**config.mk**
```make
export PLATFORM = sky130hd
export DESIGN_NAME = seq_alu_flat
export DESIGN_NICKNAME = d
export VERILOG_FILES = /design/src/rtl/seq_alu_if.sv /design/src/rtl/seq_alu.sv /design/src/flat_wrapper.sv
export SDC_FILE = /design/constraint.sdc
export NUM_CORES = 1
export LEC_CHECK = 0
export ABC_CLOCK_PERIOD_IN_PS = 2300
export CORE_AREA = 2 2 88 175
export CTS_CLUSTER_DIAMETER = 200
export DETAILED_ROUTE_END_ITERATION = 6
export DIE_AREA = 0 0 90 177
export PLACE_DENSITY_LB_ADDON = 0.15
export SLEW_MARGIN = 15
export SYNTH_ARGS = -nofsm -noshare
export SYNTH_HDL_FRONTEND = slang
export SYNTH_SLANG_ARGS = --single-unit
export TNS_END_PERCENT = 1
```
**constraint.sdc**
```tcl
create_clock -name clk -period 2.3 [get_ports clk]
set_clock_uncertainty 0.05 [all_clocks]
set_input_delay 0.46 -clock clk [delete_from_list [all_inputs] [get_ports clk]]
set_output_delay 0.46 -clock clk [all_outputs]
set_load 0.005 [all_outputs]
```
**src/rtl/seq_alu_if.sv**
```systemverilog
// seq_alu_if: request/result bundle between an ALU client and seq_alu.
// master drives the request and flag restore; slave returns ready, result and flags.
// ccr bit order is {V,C,N,Z}.
interface seq_alu_if #(
  parameter int WIDTH = 8
) ();
  logic             start;
  logic [4:0]       sel;
  logic [WIDTH-1:0] a;
  logic [WIDTH-1:0] b;
  logic             flag_ld;
  logic [3:0]       flag_in;
  logic             ready;
  logic             valid_out;
  logic [WIDTH-1:0] out;
  logic [WIDTH-1:0] out_hi;
  logic [3:0]       ccr;

  modport master (
    output start, sel, a, b, flag_ld, flag_in,
    input  ready, valid_out, out, out_hi, ccr
  );

  modport slave (
    input  start, sel, a, b, flag_ld, flag_in,
    output ready, valid_out, out, out_hi, ccr
  );
endinterface

```
**src/rtl/seq_alu.sv**
```systemverilog
// seq_alu: sequential ALU with single-cycle ops and iterative MUL/DIVU.
// Latency: 1 cycle for ops 0x01-0x0F, WIDTH+1 cycles for MUL/DIVU.
// Backpressure: ready=0 while MUL/DIVU iterate; start is dropped (not queued) then.
module seq_alu #(
  parameter int WIDTH = 8,
  parameter int CNT_W = $clog2(WIDTH+1)
) (
  input logic    clk,
  input logic    rst,
  seq_alu_if.slave bus
);
  localparam logic [4:0] OP_NOP = 5'h00, OP_PASSB = 5'h01, OP_ADD = 5'h02, OP_SUB = 5'h03,
                         OP_AND = 5'h04, OP_OR = 5'h05, OP_RLC = 5'h06, OP_RRC = 5'h07,
                         OP_NOT = 5'h08, OP_NEG = 5'h09, OP_INC = 5'h0A, OP_DEC = 5'h0B,
                         OP_SETC = 5'h0C, OP_CLRC = 5'h0D, OP_PASSA = 5'h0E, OP_INCA = 5'h0F,
                         OP_MUL = 5'h10, OP_DIVU = 5'h11;
  localparam int M = WIDTH - 1;

  typedef enum logic {S_IDLE, S_BUSY} state_t;

  state_t           r_state, w_next;
  logic [CNT_W-1:0] r_cnt;
  logic             r_div;
  logic [WIDTH-1:0] r_a, r_b, r_hi, r_lo;
  logic [WIDTH-1:0] r_out, r_out_hi;
  logic [3:0]       r_ccr;
  logic             r_vld;

  logic             w_accept, w_multi;
  logic [WIDTH:0]   w_add, w_sub;
  logic [WIDTH-1:0] w_res;
  logic [3:0]       w_flg, w_mask;
  logic             w_vld;
  logic [WIDTH:0]   w_msum, w_dshift;
  logic [WIDTH-1:0] w_ddiff;
  logic             w_dge;

  assign w_accept = bus.start && (r_state == S_IDLE);
  assign w_multi  = (bus.sel == OP_MUL) || (bus.sel == OP_DIVU);

  // State register
  always_ff @(posedge clk or posedge rst) begin
    if (rst) r_state <= S_IDLE;
    else     r_state <= w_next;
  end

  // Next state: enter BUSY on MUL/DIVU acceptance, leave once the counter has drained
  always_comb begin
    w_next = r_state;
    case (r_state)
      S_IDLE: if (w_accept && w_multi) w_next = S_BUSY;
      S_BUSY: if (r_cnt == '0) w_next = S_IDLE;
      default: w_next = S_IDLE;
    endcase
  end

  // Single-cycle result, candidate flags {V,C,N,Z} and the mask of flags the op owns
  always_comb begin
    w_add  = {1'b0, bus.a} + {1'b0, bus.b};
    w_sub  = {1'b0, bus.a} - {1'b0, bus.b};
    w_res  = r_out;
    w_flg  = r_ccr;
    w_mask = 4'b0000;
    w_vld  = 1'b1;
    case (bus.sel)
      OP_PASSB: w_res = bus.b;
      OP_ADD: begin
        w_res = w_add[M:0]; w_mask = 4'b1111; w_flg[2] = w_add[WIDTH];
        w_flg[3] = (bus.a[M] == bus.b[M]) && (w_add[M] != bus.a[M]);
      end
      OP_SUB: begin
        w_res = w_sub[M:0]; w_mask = 4'b1111; w_flg[2] = w_sub[WIDTH];
        w_flg[3] = (bus.a[M] != bus.b[M]) && (w_sub[M] != bus.a[M]);
      end
      OP_AND: begin w_res = bus.a & bus.b; w_mask = 4'b0011; end
      OP_OR:  begin w_res = bus.a | bus.b; w_mask = 4'b0011; end
      OP_RLC: begin w_res = {bus.b[M-1:0], r_ccr[2]}; w_flg[2] = bus.b[M]; w_mask = 4'b0100; end
      OP_RRC: begin w_res = {r_ccr[2], bus.b[M:1]};   w_flg[2] = bus.b[0]; w_mask = 4'b0100; end
      OP_NOT: begin w_res = ~bus.b; w_mask = 4'b0011; end
      OP_NEG: begin w_res = -bus.b; w_mask = 4'b0011; end
      OP_INC: begin
        w_res = bus.b + 1'b1; w_mask = 4'b1111;
        w_flg[3] = (bus.b == {1'b0, {M{1'b1}}});
        w_flg[2] = (bus.b == {WIDTH{1'b1}});
      end
      OP_DEC: begin
        w_res = bus.b - 1'b1; w_mask = 4'b1111;
        w_flg[3] = (bus.b == {1'b1, {M{1'b0}}});
        w_flg[2] = (bus.b == '0);
      end
      OP_SETC:  begin w_flg[2] = 1'b1; w_mask = 4'b0100; end
      OP_CLRC:  begin w_flg[2] = 1'b0; w_mask = 4'b0100; end
      OP_PASSA: w_res = bus.a;
      OP_INCA:  w_res = bus.a + 1'b1;
      default:  w_vld = 1'b0;
    endcase
    w_flg[1] = w_res[M];
    w_flg[0] = (w_res == '0);
  end

  // One multiply step (shift-add) and one divide step (restoring subtract)
  always_comb begin
    w_msum   = {1'b0, r_hi} + ({(WIDTH+1){r_lo[0]}} & {1'b0, r_b});
    w_dshift = {r_hi, r_lo[M]};
    w_dge    = (w_dshift >= {1'b0, r_b});
    w_ddiff  = w_dshift[M:0] - r_b;
  end

  // Datapath: operand capture, iteration, result/flag registers and the valid pulse
  always_ff @(posedge clk or posedge rst) begin
    if (rst) begin
      r_cnt <= '0; r_div <= 1'b0; r_a <= '0; r_b <= '0; r_hi <= '0; r_lo <= '0;
      r_out <= '0; r_out_hi <= '0; r_ccr <= 4'b0000; r_vld <= 1'b0;
    end else begin
      r_vld <= 1'b0;
      if (w_accept && w_multi) begin
        r_div <= (bus.sel == OP_DIVU);
        r_a   <= bus.a;
        r_b   <= bus.b;
        r_hi  <= '0;
        r_lo  <= bus.a;
        r_cnt <= CNT_W'(WIDTH);
      end else if (w_accept) begin
        r_out <= w_res;
        r_ccr <= (r_ccr & ~w_mask) | (w_flg & w_mask);
        r_vld <= w_vld;
      end else if (r_state == S_BUSY && r_cnt != '0) begin
        r_cnt <= r_cnt - 1'b1;
        if (r_div) begin
          r_hi <= w_dge ? w_ddiff : w_dshift[M:0];
          r_lo <= {r_lo[M-1:0], w_dge};
        end else begin
          r_hi <= w_msum[WIDTH:1];
          r_lo <= {w_msum[0], r_lo[M:1]};
        end
      end else if (r_state == S_BUSY) begin
        r_vld <= 1'b1;
        if (r_div) begin
          // Divide by zero returns all ones and the dividend, flagged by V
          r_out    <= (r_b == '0) ? {WIDTH{1'b1}} : r_lo;
          r_out_hi <= (r_b == '0) ? r_a : r_hi;
          r_ccr    <= {(r_b == '0), 1'b0,
                       (r_b == '0) ? 1'b1 : r_lo[M],
                       (r_b == '0) ? 1'b0 : (r_lo == '0)};
        end else begin
          r_out    <= r_lo;
          r_out_hi <= r_hi;
          r_ccr    <= {(r_hi != '0), (r_hi != '0), r_hi[M], ({r_hi, r_lo} == '0)};
        end
      end
      // Flag restore takes priority over any result-driven update
      if (bus.flag_ld) r_ccr <= bus.flag_in;
    end
  end

  assign bus.ready     = (r_state == S_IDLE);
  assign bus.valid_out = r_vld;
  assign bus.out       = r_out;
  assign bus.out_hi    = r_out_hi;
  assign bus.ccr       = r_ccr;
endmodule

```
**src/flat_wrapper.sv**
```systemverilog
// flat-port wrapper written by rule: the top's interface ports become plain ports
module seq_alu_flat 
#(
  parameter int WIDTH = 8,
  parameter int CNT_W = $clog2(WIDTH+1)
)
  (clk, rst, bus_start, bus_sel, bus_a, bus_b, bus_flag_ld, bus_flag_in, bus_ready, bus_valid_out, bus_out, bus_out_hi, bus_ccr);
  seq_alu_if #(.WIDTH(WIDTH)) bus_i ();
  input logic clk;
  input logic rst;
  input wire logic [$bits(bus_i.start)-1:0] bus_start;
  input wire logic [$bits(bus_i.sel)-1:0] bus_sel;
  input wire logic [$bits(bus_i.a)-1:0] bus_a;
  input wire logic [$bits(bus_i.b)-1:0] bus_b;
  input wire logic [$bits(bus_i.flag_ld)-1:0] bus_flag_ld;
  input wire logic [$bits(bus_i.flag_in)-1:0] bus_flag_in;
  output wire logic [$bits(bus_i.ready)-1:0] bus_ready;
  output wire logic [$bits(bus_i.valid_out)-1:0] bus_valid_out;
  output wire logic [$bits(bus_i.out)-1:0] bus_out;
  output wire logic [$bits(bus_i.out_hi)-1:0] bus_out_hi;
  output wire logic [$bits(bus_i.ccr)-1:0] bus_ccr;
  assign bus_i.start = bus_start;
  assign bus_i.sel = bus_sel;
  assign bus_i.a = bus_a;
  assign bus_i.b = bus_b;
  assign bus_i.flag_ld = bus_flag_ld;
  assign bus_i.flag_in = bus_flag_in;
  assign bus_ready = bus_i.ready;
  assign bus_valid_out = bus_i.valid_out;
  assign bus_out = bus_i.out;
  assign bus_out_hi = bus_i.out_hi;
  assign bus_ccr = bus_i.ccr;
  seq_alu #(.WIDTH(WIDTH), .CNT_W(CNT_W)) u_core (.clk(clk), .rst(rst), .bus(bus_i));
endmodule
```
==> results of run 1 <==
[area by class of cell]
cell class / instances / area [um2]
clock inverters: 2 / 35.0
multi-input cells: 576 / 4310
well taps: 195 / 244
repair buffers: 244 / 2000
flip-flops and latches: 59 / 1480
clock buffers: 13 / 260
fillers: 1398 / 6130
inverters: 52 / 208
[layer usage]
metal  up-vias  global-route usage
met5         -                   0
met4         0               0.146
met1      3092               0.395
li1       3066                   -
met3        63              0.0277
met2       254               0.471
[kinds of logic (layout without fill, tap and decap cells)]
logic type | after synthesis | count (layout) | synth area share
AND/OR/NAND/NOR | 249 | 249 | 0.208
AO/OA/AOI/OAI | 206 | 206 | 0.242
buffers and inverters | 91 | 311 | 0.0642
flip-flops | 59 | 59 | 0.256
adder cells (fa/ha/maj) | 49 | 49 | 0.111
XOR/XNOR | 41 | 41 | 0.0622
multiplexers | 31 | 31 | 0.0561
[cell usage after synthesis (5+ instances only)]
cell | number | share of area
nand2_1 | 88 | 0.057
dfrtp_1 | 59 | 0.26
nor2_1 | 49 | 0.032
ha_1 | 45 | 0.098
inv_1 | 45 | 0.029
o21ai_0 | 36 | 0.031
a21oi_1 | 35 | 0.030
xnor2_1 | 32 | 0.049
mux2i_1 | 29 | 0.050
clkbuf_1 | 23 | 0.015
nor3_1 | 23 | 0.020
nand3_1 | 22 | 0.019
o21ai_1 | 20 | 0.017
o211ai_1 | 15 | 0.020
buf_2 | 11 | 0.0095
nor4_1 | 10 | 0.011
and2_1 | 9 | 0.0098
xor2_1 | 9 | 0.014
nor2b_1 | 8 | 0.0087
o22ai_1 | 8 | 0.0087
a211oi_1 | 7 | 0.0091
a22oi_1 | 7 | 0.0091
a31oi_1 | 7 | 0.0076
inv_2 | 7 | 0.0046
nand2b_1 | 7 | 0.0076
o221ai_1 | 7 | 0.011
o21a_1 | 6 | 0.0078
a21o_1 | 5 | 0.0065
a221oi_1 | 5 | 0.0076
nand4_1 | 5 | 0.0054
o21bai_1 | 5 | 0.0065
or3_1 | 5 | 0.0054
[how the worst max path moves through the flow]
stage	from	to	cells after the start
floorplan	bus_sel[2]	register	14
global placement	bus_a[0]	register	13
detailed placement	bus_a[0]	register	13
CTS	u_core.r_lo[0]	u_core.r_hi[6]	10
global route	bus_sel[4]	register	13
finish	u_core.r_lo[0]	u_core.r_hi[6]	10
[sequential cells by signal, indices dropped and copies added (netlist names), named ones only]
register              cells
u_core.bus.out_hi         8
u_core.r_div              1
u_core.bus.out            8
u_core.r_hi               8
u_core.r_b                8
u_core.r_a                8
u_core.bus.valid_out      1
u_core.r_state            1
u_core.r_cnt              4
u_core.r_lo               8
[per-stage QoR]
step	hold WS [ns]	total power, mW
after CTS	0.425	7.65
after floorplan	0.395	4.21
after detailed placement	0.413	6.15
final	0.423	7.74
after global routing	0.453	8.26
after global placement	0.409	6.09
[cells in the final DEF, fill, tap and decap left out, types with 13 or more instances in the layout]
master,instances
a21oi_1,28
buf_4,183
clkdlybuf4s50_1,31
dfrtp_1,59
ha_1,32
inv_1,36
inv_2,13
mux2i_1,29
nand2_1,82
nand3_1,21
nor2_1,47
nor3_1,21
o211ai_1,15
o21ai_0,32
o21ai_1,20
xnor2_1,30
[timing repair]
item / 4_1_cts / 5_1_grt
setup endpoints to repair: 48 / 20
hold buffers: 0 / 0
resized for setup: 100 / 29
pin swaps: 29 / 22
setup buffers: 9 / 2
[power groups by stage]
stage / combinational [mW] / clock, mW / sequential (mW)
after floorplan: 2.42 / 0 / 1.79
after global placement: 4.24 / 0 / 1.85
after detailed placement: 4.30 / 0 / 1.85
after CTS: 4.46 / 1.34 / 1.85
after global routing: 4.97 / 1.39 / 1.90
final: 4.55 / 1.34 / 1.86
[critical path, cell delays in order (launching register included)]
cell     delay (ns)
dfrtp_1        0.43
and2_4         0.20
ha_4           0.19
a21o_1         0.16
a21oi_2        0.17
nor2b_1        0.07
o21a_1         0.19
o41a_1         0.32
xor2_1         0.15
o21a_1         0.16
a32o_1         0.25
==> results.cfg, run 1 <==
[status]
outcome = finished, violations left
violations = setup timing

[setup_path]
r2r_start = u_core.r_lo[0]
reg2reg_to = u_core.r_hi[6]
r2r.worst_path.cells = 10
rrSetupSlack_ns = -0.15
path_max_fanout = 5
startpoint_type = register
worstPathArrival_ns = 2.61
path_class = register to register
worst_setup_path_end_kind = register
worstPathRequired_ns = 2.46

[placed_design]
dp.cells = 1115
gp_congestion = 0.996
place_ws_ns = -1.02
dp_hpwl_mm = 18.1
placed_cell_area_um2 = 7890
port_buffers = 50

[hold_path]
hold_path_startpoint = bus_a[5]
hp-class = primary input to register
min_to = u_core.r_a[5]
min_path_cells = 3

[timing]
setup_tns_ns = -0.820
worst_slew_pin_slew_ns = 0.475
period_minus_slack_ns = 2.45
drv_slew = 0
layout_setup_ws_ns = -0.154
hold_violations = 0
rsz0062_at_grt = true
finalCritPeriodShare = 1.07
slew_headroom = 0.680
setup_viol = 10
timing.fmax_mhz = 407

[clock_tree]
clock_path_buffers = 2
tritoncts = done
cts_inserted_buffers = 9
clkTransAtPathRegs_ns = 0.05
root_buffer = clkbuf_16
clk_latency_ns = 0.33
htreeDepth = 3
clock-sinks = 59

[layout]
layout-drive-gt1-share = 0.325
antenna_cells = 0
fin_area_um2 = 8540
fin_cells = 1141
final_util = 0.582
finalNetCount = 1020
syn_to_final_growth_pct = 47.9

[floorplanning]
die_area_um2 = 15900
die_x_um = 90
fp.coreArea_um2 = 14700
die_y_um = 177
io_pins = 51
start_util = 0.394
row_count = 63

[routing]
via_per_inst = 5.67
totalWireLength_mm = 23.2
remaining_drc_errors = 0
route.met3.wl_mm = 1.11
drtAntennaViolNets = 0
dr_wl_met2_mm = 10.8
highest_layer = met4
drt_pre_antenna_iters = 5
wirelength_met1_mm = 10.1
drt_iter0_markers = 487
post_drt_wl_per_cell_um = 20.3
vias = 6475

[synthesis]
synth_edf_count = 0
syn-num-nets = 804
yosysWarnings = 0
synthCells = 726
syn-cell-area_um2 = 5770
yosysSeqAreaShare = 0.256
avgSynthCellArea_um2 = 7.95
yosysUniqueCellTypes = 74
ys_ff_latch = 59
synthArstFlopShare = 1.00
synth_flop_cell = dfrtp_1

[grt]
grt_overflow = 0
grt_pass1_wl_mm = 36.3
grt_max_degree = 60
antenna_found_initial = 0
grt_util_all_layers = 0.293
grt_pass1_vias = 6400

[power]
switchingPower_mw = 3.14
p_clk_frac = 0.173
seq_power_share = 0.240
combPwrFrac = 0.587
power.density_nw_per_um2 = 907
p_int_mw = 4.60
swShare = 0.406
ir_drop_mv = 0.571
leakage_nw = 3.83

[flow_run]
cap_violations = 0
No activity file was read; power rests on OpenSTA's default activity.
==> run 2: changes to the inputs <==
--- a/config.mk
+++ b/config.mk
@@ -7,9 +7,11 @@
 export LEC_CHECK = 0
 export ABC_CLOCK_PERIOD_IN_PS = 2300
 export CORE_AREA = 2 2 88 175
+export CTS_BUF_LIST = sky130_fd_sc_hd__clkbuf_2 sky130_fd_sc_hd__clkbuf_4 sky130_fd_sc_hd__clkbuf_8
 export CTS_CLUSTER_DIAMETER = 200
 export DETAILED_ROUTE_END_ITERATION = 6
 export DIE_AREA = 0 0 90 177
+export GPL_ROUTABILITY_DRIVEN = 0
 export PLACE_DENSITY_LB_ADDON = 0.15
 export SLEW_MARGIN = 15
 export SYNTH_ARGS = -nofsm -noshare
==> results.cfg, run 2 (same netlist as run 1, synthesis figures left out) <==
[status]
outcome = finished, violations left
violations = setup timing

[placed_design]
port_buffers = 50
dp_hpwl_mm = 17.3
place_ws_ns = -0.972

[grt]
antenna_found_initial = 0
grt_pass1_wl_mm = 35.1
grt_pass1_vias = 6393
grt_util_all_layers = 0.280
grt_max_degree = 60
grt_overflow = 0

[routing]
remaining_drc_errors = 0
drt_iter0_markers = 590
post_drt_wl_per_cell_um = 19.9
vias = 6550
drt_pre_antenna_iters = 5
drtAntennaViolNets = 0
via_per_inst = 5.78
totalWireLength_mm = 22.6

[floorplanning]
start_util = 0.394
die_area_um2 = 15900
die_y_um = 177
die_x_um = 90
row_count = 63
fp.coreArea_um2 = 14700
io_pins = 51

[layout]
n_fill_cell = 1393
layout_commonest_cell = buf_4
layout-drive-gt1-share = 0.323
finalNetCount = 1012
layout_common_cells = buf_4, nand2_1, dfrtp_1
syn_to_final_growth_pct = 47.3
regArea_um2 = 1480
multi_input_area_um2 = 4360

[power]
power.density_nw_per_um2 = 887
ir_drop_mv = 0.767
leakage_nw = 3.78
p_clk_frac = 0.159
seq_power_share = 0.246
swShare = 0.412
p_int_mw = 4.43
power_mw = 7.54
switchingPower_mw = 3.11
combPwrFrac = 0.596

[setup_path]
path_class = primary input to register
startpoint_type = primary input
path_max_fanout = 4
worstPathRequired_ns = 2.49
worst_setup_path_end_kind = register
slowest_delay_ns = 0.53
crit_chain = buf_8, inv_4, ha_4, buf_4, o21ba_4, or4_4, buf_6, a31oi_4, a22o_1, a221oi_2, nor2_2, nor3b_2, a31o_1
critPathSlowestCell = or4_4
worstPathArrival_ns = 2.65

[timing]
finalCritPeriodShare = 1.07
worst_slew_pin_slew_ns = 0.509
drv_slew = 0
layout_setup_ws_ns = -0.159
timing.fmax_mhz = 407
hold_violations = 0
rsz0062_at_grt = true
setup_viol = 13
period_minus_slack_ns = 2.46
slew_headroom = 0.659
setup_tns_ns = -0.939

[clock_tree]
root_buffer = clkbuf_8
clk_latency_ns = 0.35
tritoncts = done
cts_inserted_buffers = 9
htreeDepth = 3
clkTransAtPathRegs_ns = 0.07
clock-sinks = 59
clock_path_buffers = 2

[hold_path]
hp-class = register to register

[flow_run]
cap_violations = 0
-- run 2: cell types whose count changed in the layout (fill, tap and decap cells not counted), moves of 3 or more --
cell / change
clkbuf_8: +8
buf_6: +5
clkbuf_16: -9
ha_2: -3
buf_4: -14
ha_4: +4
-- run 2: cell type report --
type,instances,share of cell area
multi-input cells,576,0.513
inverters,52,0.0250
diodes,1,0.000294
flip-flops and latches,59,0.174
well taps,195,0.0287
repair buffers,236,0.231
clock buffers,11,0.0171
clock inverters,4,0.0116
-- run 2: stage by stage --
stage,instances,hold slack (ns),utilization,instance area [um2]
global placement,1106,0.410,0.534,7830
detailed placement,1106,0.415,0.534,7830
global route,1133,0.446,0.580,8500
floorplan,726,0.395,-,5970
finish,1134,0.424,0.580,8500
CTS,1128,0.431,0.566,8300
-- run 2: power groups by stage --
stage | sequential, mW | clock [mW] | combinational, mW
2_1_floorplan | 1.79 | 0 | 2.42
3_3_place_gp | 1.85 | 0 | 4.17
3_5_place_dp | 1.85 | 0 | 4.23
4_1_cts | 1.84 | 1.21 | 4.35
5_1_grt | 1.91 | 1.25 | 4.91
6_report | 1.85 | 1.20 | 4.50
-- run 2: worst paths after layout --
check                                      from              endpoint  slack (ns)  cells past startpoint
setup / recovery                       bus_a[0]              register       -0.16                     13
hold / removal             u_core.bus.out_hi[3]  u_core.bus.out_hi[3]        0.42                      2
setup reg to reg                 u_core.r_lo[0]        u_core.r_hi[6]       -0.13                     10
hold reg to reg            u_core.bus.out_hi[3]  u_core.bus.out_hi[3]        0.42                      2
max in group asynchronous                   rst       u_core.r_cnt[2]        1.49                      3
min in group asynchronous                   rst        u_core.r_hi[2]        0.43                      3
-- run 2: metal layers --
layer | track usage | part of all wire | vias up
met5 | 0 | 0 | -
met4 | 0.144 | 0.047 | 0
met3 | 0.0468 | 0.065 | 68
met2 | 0.445 | 0.47 | 309
met1 | 0.367 | 0.42 | 3112
li1 | - | - | 3061
-- run 2: timing repair --
| item | in CTS | in global routing |
|---|---|---|
| setup buffers | 7 | 5 |
| gates resized for setup | 87 | 55 |
| hold buffers | 0 | 0 |
| endpoints found under the setup margin | 39 | 22 |
| pin swaps | 22 | 33 |
-- run 2: critical path, delay by kind of cell --
kind	cells	cell delay (ns)
AOI/OAI and AO/OA	5	0.92
adders and majority gates	1	0.15
buffers and inverters	4	0.40
and+or+nand+nor	3	0.72
